`config.mk`:
```
export PLATFORM = sky130hd
export DESIGN_NAME = load_store_unit
export DESIGN_NICKNAME = d
export VERILOG_FILES = /design/src/rtl/load_store_unit_pkg.sv /design/src/rtl/lsu_align.sv /design/src/rtl/load_store_unit.sv
export SDC_FILE = /design/constraint.sdc
export NUM_CORES = 1
export LEC_CHECK = 0
export CORE_MARGIN = 2
export CORE_UTILIZATION = 47
export CTS_BUF_LIST = sky130_fd_sc_hd__clkbuf_8
export DETAILED_ROUTE_END_ITERATION = 6
export PLACE_DENSITY = 0.85
export RECOVER_POWER = 50
export SETUP_SLACK_MARGIN = 0.2
export SYNTH_ARGS = -nofsm -noshare
export SYNTH_HDL_FRONTEND = slang
export SYNTH_SLANG_ARGS = --single-unit
```
`constraint.sdc`:
```
create_clock -name clk -period 4.7 [get_ports clk]
set_clock_uncertainty 0.2 [all_clocks]
set_input_delay 1.41 -clock clk [delete_from_list [all_inputs] [get_ports clk]]
set_output_delay 1.41 -clock clk [all_outputs]
set_load 0.02 [all_outputs]
```
`src/rtl/load_store_unit_pkg.sv`:
```
`default_nettype none
//==============================================================================
// Module      : load_store_unit_pkg
// Description : Shared definitions for the load/store unit: funct3 access
//               size/sign encodings and the LSU state encoding.
// Revision    : 1.0 - initial release
//==============================================================================
package load_store_unit_pkg;

  // funct3 encodings (instr[14:12]) for loads and stores
  localparam logic [2:0] LSU_B  = 3'b000;
  localparam logic [2:0] LSU_H  = 3'b001;
  localparam logic [2:0] LSU_W  = 3'b010;
  localparam logic [2:0] LSU_BU = 3'b100;
  localparam logic [2:0] LSU_HU = 3'b101;

  typedef enum logic [1:0] {
    IDLE   = 2'd0,
    ACCESS = 2'd1,
    ERR    = 2'd2,
    DONE   = 2'd3
  } lsu_state_e;

endpackage
`default_nettype wire

```
`src/rtl/lsu_align.sv`:
```
`default_nettype none
//==============================================================================
// Module      : lsu_align
// Description : Purely combinational data-path helper for the load/store unit.
//               Generates byte enables, replicates store data across lanes,
//               extracts and extends load data, and flags misaligned
//               accesses and illegal funct3 codes.
// Ports       : we        - 1 = store, 0 = load
//               funct3    - access size/sign
//               addr_lo   - byte offset within the word
//               wdata     - raw store data
//               rdata     - raw bus read word
//               be        - byte enables
//               wdata_rep - lane-replicated store data
//               rdata_fmt - extracted and extended load result
//               misalign  - address not aligned to the access size
//               illegal   - funct3 not valid for this access direction
// Revision    : 1.0 - initial release
//==============================================================================
module lsu_align
  import load_store_unit_pkg::*;
(
  input  logic        we,
  input  logic [2:0]  funct3,
  input  logic [1:0]  addr_lo,
  input  logic [31:0] wdata,
  input  logic [31:0] rdata,
  output logic [3:0]  be,
  output logic [31:0] wdata_rep,
  output logic [31:0] rdata_fmt,
  output logic        misalign,
  output logic        illegal
);

  logic [31:0] w_lane;

  // Shift the addressed byte/halfword down to bit 0
  assign w_lane = rdata >> {addr_lo, 3'b000};

  always_comb begin
    be        = 4'b0000;
    wdata_rep = 32'h0;
    rdata_fmt = 32'h0;
    misalign  = 1'b0;
    illegal   = 1'b0;

    case (funct3)
      LSU_B, LSU_BU: begin
        be        = 4'b0001 << addr_lo;
        wdata_rep = {4{wdata[7:0]}};
      end
      LSU_H, LSU_HU: begin
        be        = 4'b0011 << {addr_lo[1], 1'b0};
        wdata_rep = {2{wdata[15:0]}};
        misalign  = addr_lo[0];
      end
      LSU_W: begin
        be        = 4'b1111;
        wdata_rep = wdata;
        misalign  = (addr_lo != 2'b00);
      end
      default: illegal = 1'b1;
    endcase

    // Unsigned variants only exist for loads
    if (we && ((funct3 == LSU_BU) || (funct3 == LSU_HU))) begin
      illegal = 1'b1;
    end

    case (funct3)
      LSU_B:   rdata_fmt = {{24{w_lane[7]}}, w_lane[7:0]};
      LSU_BU:  rdata_fmt = {24'h0, w_lane[7:0]};
      LSU_H:   rdata_fmt = {{16{w_lane[15]}}, w_lane[15:0]};
      LSU_HU:  rdata_fmt = {16'h0, w_lane[15:0]};
      LSU_W:   rdata_fmt = w_lane;
      default: rdata_fmt = 32'h0;
    endcase
  end

endmodule
`default_nettype wire

```
`src/rtl/load_store_unit.sv`:
```
`default_nettype none
//==============================================================================
// Module      : load_store_unit
// Description : Memory-access stage. Captures a load/store request, checks it,
//               runs a req/ready handshake on the data bus with a timeout and
//               returns formatted load data with a one-cycle completion pulse.
// Ports       : clk, reset (async, active-high)
//               ls_req/ls_we/ls_funct3/ls_addr/ls_wdata - request from control
//               ls_rdata/ls_done/ls_err/ls_busy        - result / status
//               bus_req/bus_we/bus_addr/bus_be/bus_wdata - bus request side
//               bus_rdata/bus_ready                    - bus response side
// Revision    : 1.0 - initial release
//==============================================================================
module load_store_unit
  import load_store_unit_pkg::*;
#(
  parameter int TIMEOUT_CYCLES = 16,
  parameter int ADDR_W         = 32
) (
  input  logic              clk,
  input  logic              reset,
  input  logic              ls_req,
  input  logic              ls_we,
  input  logic [2:0]        ls_funct3,
  input  logic [ADDR_W-1:0] ls_addr,
  input  logic [31:0]       ls_wdata,
  output logic [31:0]       ls_rdata,
  output logic              ls_done,
  output logic              ls_err,
  output logic              ls_busy,
  output logic              bus_req,
  output logic              bus_we,
  output logic [ADDR_W-1:0] bus_addr,
  output logic [3:0]        bus_be,
  output logic [31:0]       bus_wdata,
  input  logic [31:0]       bus_rdata,
  input  logic              bus_ready
);

  localparam int                c_cnt_w    = $clog2(TIMEOUT_CYCLES + 1);
  localparam logic [c_cnt_w-1:0] c_cnt_last = c_cnt_w'(TIMEOUT_CYCLES - 1);

  lsu_state_e         r_state;
  lsu_state_e         w_next;
  logic [2:0]         r_funct3;
  logic [1:0]         r_addr_lo;
  logic [c_cnt_w-1:0] r_cnt;

  logic [2:0]         w_sel_funct3;
  logic [1:0]         w_sel_addr_lo;
  logic [3:0]         w_be;
  logic [31:0]        w_wdata_rep;
  logic [31:0]        w_rdata_fmt;
  logic               w_misalign;
  logic               w_illegal;
  logic               w_start;
  logic               w_start_err;

  // In IDLE the helper checks the incoming request; afterwards it formats
  // read data using the captured size and offset.
  assign w_sel_funct3  = (r_state == IDLE) ? ls_funct3    : r_funct3;
  assign w_sel_addr_lo = (r_state == IDLE) ? ls_addr[1:0] : r_addr_lo;

  assign w_start     = (r_state == IDLE) && ls_req;
  assign w_start_err = w_misalign || w_illegal;

  lsu_align u_align (
    .we        (ls_we),
    .funct3    (w_sel_funct3),
    .addr_lo   (w_sel_addr_lo),
    .wdata     (ls_wdata),
    .rdata     (bus_rdata),
    .be        (w_be),
    .wdata_rep (w_wdata_rep),
    .rdata_fmt (w_rdata_fmt),
    .misalign  (w_misalign),
    .illegal   (w_illegal)
  );

  // State register
  always_ff @(posedge clk or posedge reset) begin
    if (reset) begin
      r_state <= IDLE;
    end else begin
      r_state <= w_next;
    end
  end

  // Next state and status outputs; outputs decode the state directly so a
  // reset drops bus_req without waiting for a clock edge.
  always_comb begin
    w_next  = r_state;
    bus_req = 1'b0;
    ls_done = 1'b0;
    ls_err  = 1'b0;
    ls_busy = 1'b1;
    case (r_state)
      IDLE: begin
        ls_busy = 1'b0;
        if (ls_req) begin
          w_next = w_start_err ? ERR : ACCESS;
        end
      end
      ACCESS: begin
        bus_req = 1'b1;
        if (bus_ready) begin
          w_next = DONE;
        end else if (r_cnt == c_cnt_last) begin
          w_next = ERR;
        end
      end
      ERR: begin
        ls_done = 1'b1;
        ls_err  = 1'b1;
        w_next  = IDLE;
      end
      DONE: begin
        ls_done = 1'b1;
        w_next  = IDLE;
      end
      default: w_next = IDLE;
    endcase
  end

  // Request capture and bus-side registers
  always_ff @(posedge clk or posedge reset) begin
    if (reset) begin
      r_funct3  <= 3'b000;
      r_addr_lo <= 2'b00;
      bus_addr  <= '0;
      bus_we    <= 1'b0;
      bus_be    <= 4'b0000;
      bus_wdata <= 32'h0;
    end else if (w_start) begin
      r_funct3  <= ls_funct3;
      r_addr_lo <= ls_addr[1:0];
      // Rejected requests leave the bus registers untouched
      if (!w_start_err) begin
        bus_addr  <= {ls_addr[ADDR_W-1:2], 2'b00};
        bus_we    <= ls_we;
        bus_be    <= w_be;
        bus_wdata <= w_wdata_rep;
      end
    end
  end

  // Timeout counter: counts ACCESS cycles without ready, cleared in IDLE
  always_ff @(posedge clk or posedge reset) begin
    if (reset) begin
      r_cnt <= '0;
    end else if (r_state == IDLE) begin
      r_cnt <= '0;
    end else if ((r_state == ACCESS) && !bus_ready) begin
      r_cnt <= r_cnt + 1'b1;
    end
  end

  // Load result, held until the next successful load
  always_ff @(posedge clk or posedge reset) begin
    if (reset) begin
      ls_rdata <= 32'h0;
    end else if ((r_state == ACCESS) && bus_ready && !bus_we) begin
      ls_rdata <= w_rdata_fmt;
    end
  end

endmodule
`default_nettype wire

```
==> results.json <==
{
  "critPathKind": "primary input to flop",
  "rsz0062_at_grt": "false",
  "r2r-start": "r_state[1]",
  "io_buffers": 206,
  "rows": 40,
  "antenna_found_initial": 0,
  "final.period_utilization_pct": 80.9,
  "wl_per_cell_um": 19.1,
  "critPathRequiredTime_ns": 4.77,
  "holdWs_ns": 0.290,
  "reg2reg_slack_ns": 1.51,
  "root_buffer": "clkbuf_8",
  "cts_tree": "done",
  "cts_buffer_depth": 2,
  "wl_um": 16100,
  "yosys.area.top_type": "dfrtp_1",
  "placed_cells": 828,
  "power_density_nw_per_um2": 635,
  "worst-path-max-fanout": 66,
  "synth_area_leaders": "dfrtp_1 48%, mux2_1 10%, nand2_1 5.5%",
  "syn_inst": 496,
  "grt_max_degree": 67,
  "clk_latency_ns": 0.38,
  "place.gp.congestion": 0.895,
  "drv_cap": 0,
  "drtPass1Iterations": 4,
  "hold_viol": 0,
  "start_util_pct": 48.1,
  "dr.first_iter.drc_count": 317,
  "ys_async_sr_fraction_pct": 100,
  "grt_pass1_vias": 4789,
  "viasPerCell": 5.63,
  "hp-start": "ls_rdata[5]",
  "yosysUniqueCellTypes": 66,
  "area_growth_pct": 40.2,
  "busiest_layer": "met2",
  "tns_ns": 0,
  "p_leak_nw": 3.57,
  "peakVddDrop_mv": 0.361,
  "tightest_slew_ns": 1.32,
  "yosys_most_used_dff": "dfrtp_1",
  "postCtsResizedCells": 0,
  "drv_slew": 0,
  "run_status": "finished clean",
  "cts_buffers": 9,
  "synth_warnings": 0,
  "core_area_um2": 12000,
  "grtUsageMet1_pct": 31.9,
  "fin_util_pct": 67.4,
  "place_area_um2": 7920,
  "fmax_ghz": 0.263,
  "worstPathArrival_ns": 3.87,
  "yosysSeqAreaShare_pct": 48.1,
  "use_met2_pct": 40.7,
  "grtUsageTotal_pct": 24.4,
  "path_clk_slew_ns": 0.10,
  "yosys-top-cells-count": "111 x dfrtp_1, 84 x nand2_1, 52 x mux2_1",
  "drc": 0,
  "nets": 798,
  "fillers": 917,
  "clock_sinks": 111,
  "syn-cell-area_um2": 5780,
  "diodes": 0,
  "synth.most_common_cell": "dfrtp_1",
  "die_h_um": 115,
  "num_io_pins": 209,
  "drive_gt1_share_pct": 13.1,
  "synth_top_area_share_pct": 48.1,
  "r2r_cells": 6,
  "hold_class": "flop to flop",
  "htreeDepth": 3,
  "avgSynthCellArea_um2": 11.6,
  "cts_setup_buffers": 0,
  "min_path_cells": 2,
  "synth_edf_count": 0,
  "dieArea_um2": 13200,
  "cts_hold_buf": 0,
  "use_met3_pct": 3.64,
  "finalNonFillerCells": 843,
  "num_vias": 4744,
  "finalSetupViolCount": 0,
  "die_w_um": 115,
  "ys_ff_latch": 111,
  "period_minus_slack_ns": 3.80,
  "critPathCaptureType": "flop",
  "design_area_um2": 8100,
  "holdPathEnd": "ls_rdata[5]",
  "hpwl_um": 12100,
  "startpoint_type": "primary input",
  "gr-total-overflow": 0,
  "max_slew_margin_pct": 12.2,
  "timing.rr.end": "ls_rdata[28]",
  "grt_pass1_wl_um": 25000,
  "ant_nets": 0
}
kinds of logic after synthesis:
kind of cell    Yosys count  synth area share (%)
simple gates            142                  13.0
mux                      99                  19.6
buf+inv                  46                  4.44
compound gates           95                  14.4
fa+ha+maj                 2                 0.433
flops                   111                  48.1
other cells               1                0.0649
how the worst max path moves through the flow:
| stage | from | to | slack, ns |
|---|---|---|---|
| after floorplan | ls_funct3[1] | bus_addr[10] | 1.48 |
| after global placement | ls_funct3[1] | bus_addr[27] | 0.58 |
| after detailed placement | ls_funct3[1] | bus_addr[21] | 0.51 |
| after CTS | ls_funct3[1] | bus_addr[21] | 0.93 |
| after global routing | ls_funct3[1] | bus_addr[17] | 0.82 |
| final | ls_funct3[1] | bus_addr[17] | 0.90 |
critical path, stage by stage:
cell	delay, ns
clkdlybuf4s50_1	0.52
or3b_4	0.41
and2_1	0.32
o2bb2ai_1	0.22
nand4_1	0.20
buf_12	0.33
mux2_1	0.38
cell usage in the layout, fill, tap and decap left out, types with 12 or more instances in the layout:
cell type,Yosys,layout
nand2_1,84,84
clkdlybuf4s50_1,0,162
inv_1,13,13
mux2i_1,18,17
o21ai_0,12,12
dlygate4sd3_1,0,44
mux2_1,52,52
a22o_1,18,18
mux2_2,24,24
dfrtp_1,111,111
nor2_1,14,14
where the power goes:
part	internal (mW)	switching [mW]	leakage, nW	total, mW
Clock	0.243	0.325	0.0965	0.568
Combinational	1.39	1.54	2.07	2.92
Sequential	1.37	0.282	1.40	1.65
sequential cells by signal (all words and copies together) (netlist names):
signal     count
r_funct3       3
bus_wdata     32
r_state        2
r_addr_lo      2
bus_we         1
r_cnt          5
ls_rdata      32
bus_addr      30
bus_be         4
layer usage:
metal,part of all wire [%],up-vias
li1,-,2189
met1,42,2333
met2,50,183
met3,5.3,39
met4,2.9,0
met5,0,-
layout make-up:
type	count	area (µm²)	area share (%)
Clock inverter	6	63.8	0.788
Clock buffer	9	124	1.53
Multi-Input combinational cell	340	2750	34.0
Inverter	14	56.3	0.695
Timing Repair Buffer	216	2140	26.5
Tap cell	147	184	2.27
Sequential cell	111	2780	34.3
per-stage QoR:
stage / setup slack, ns / power [mW]
6_report: 0.896 / 5.14
5_1_grt: 0.820 / 5.45
4_1_cts: 0.931 / 5.25
3_5_place_dp: 0.514 / 4.68
3_3_place_gp: 0.575 / 4.59
2_1_floorplan: 1.48 / 3.41
Power figures use the tool's default switching activity.
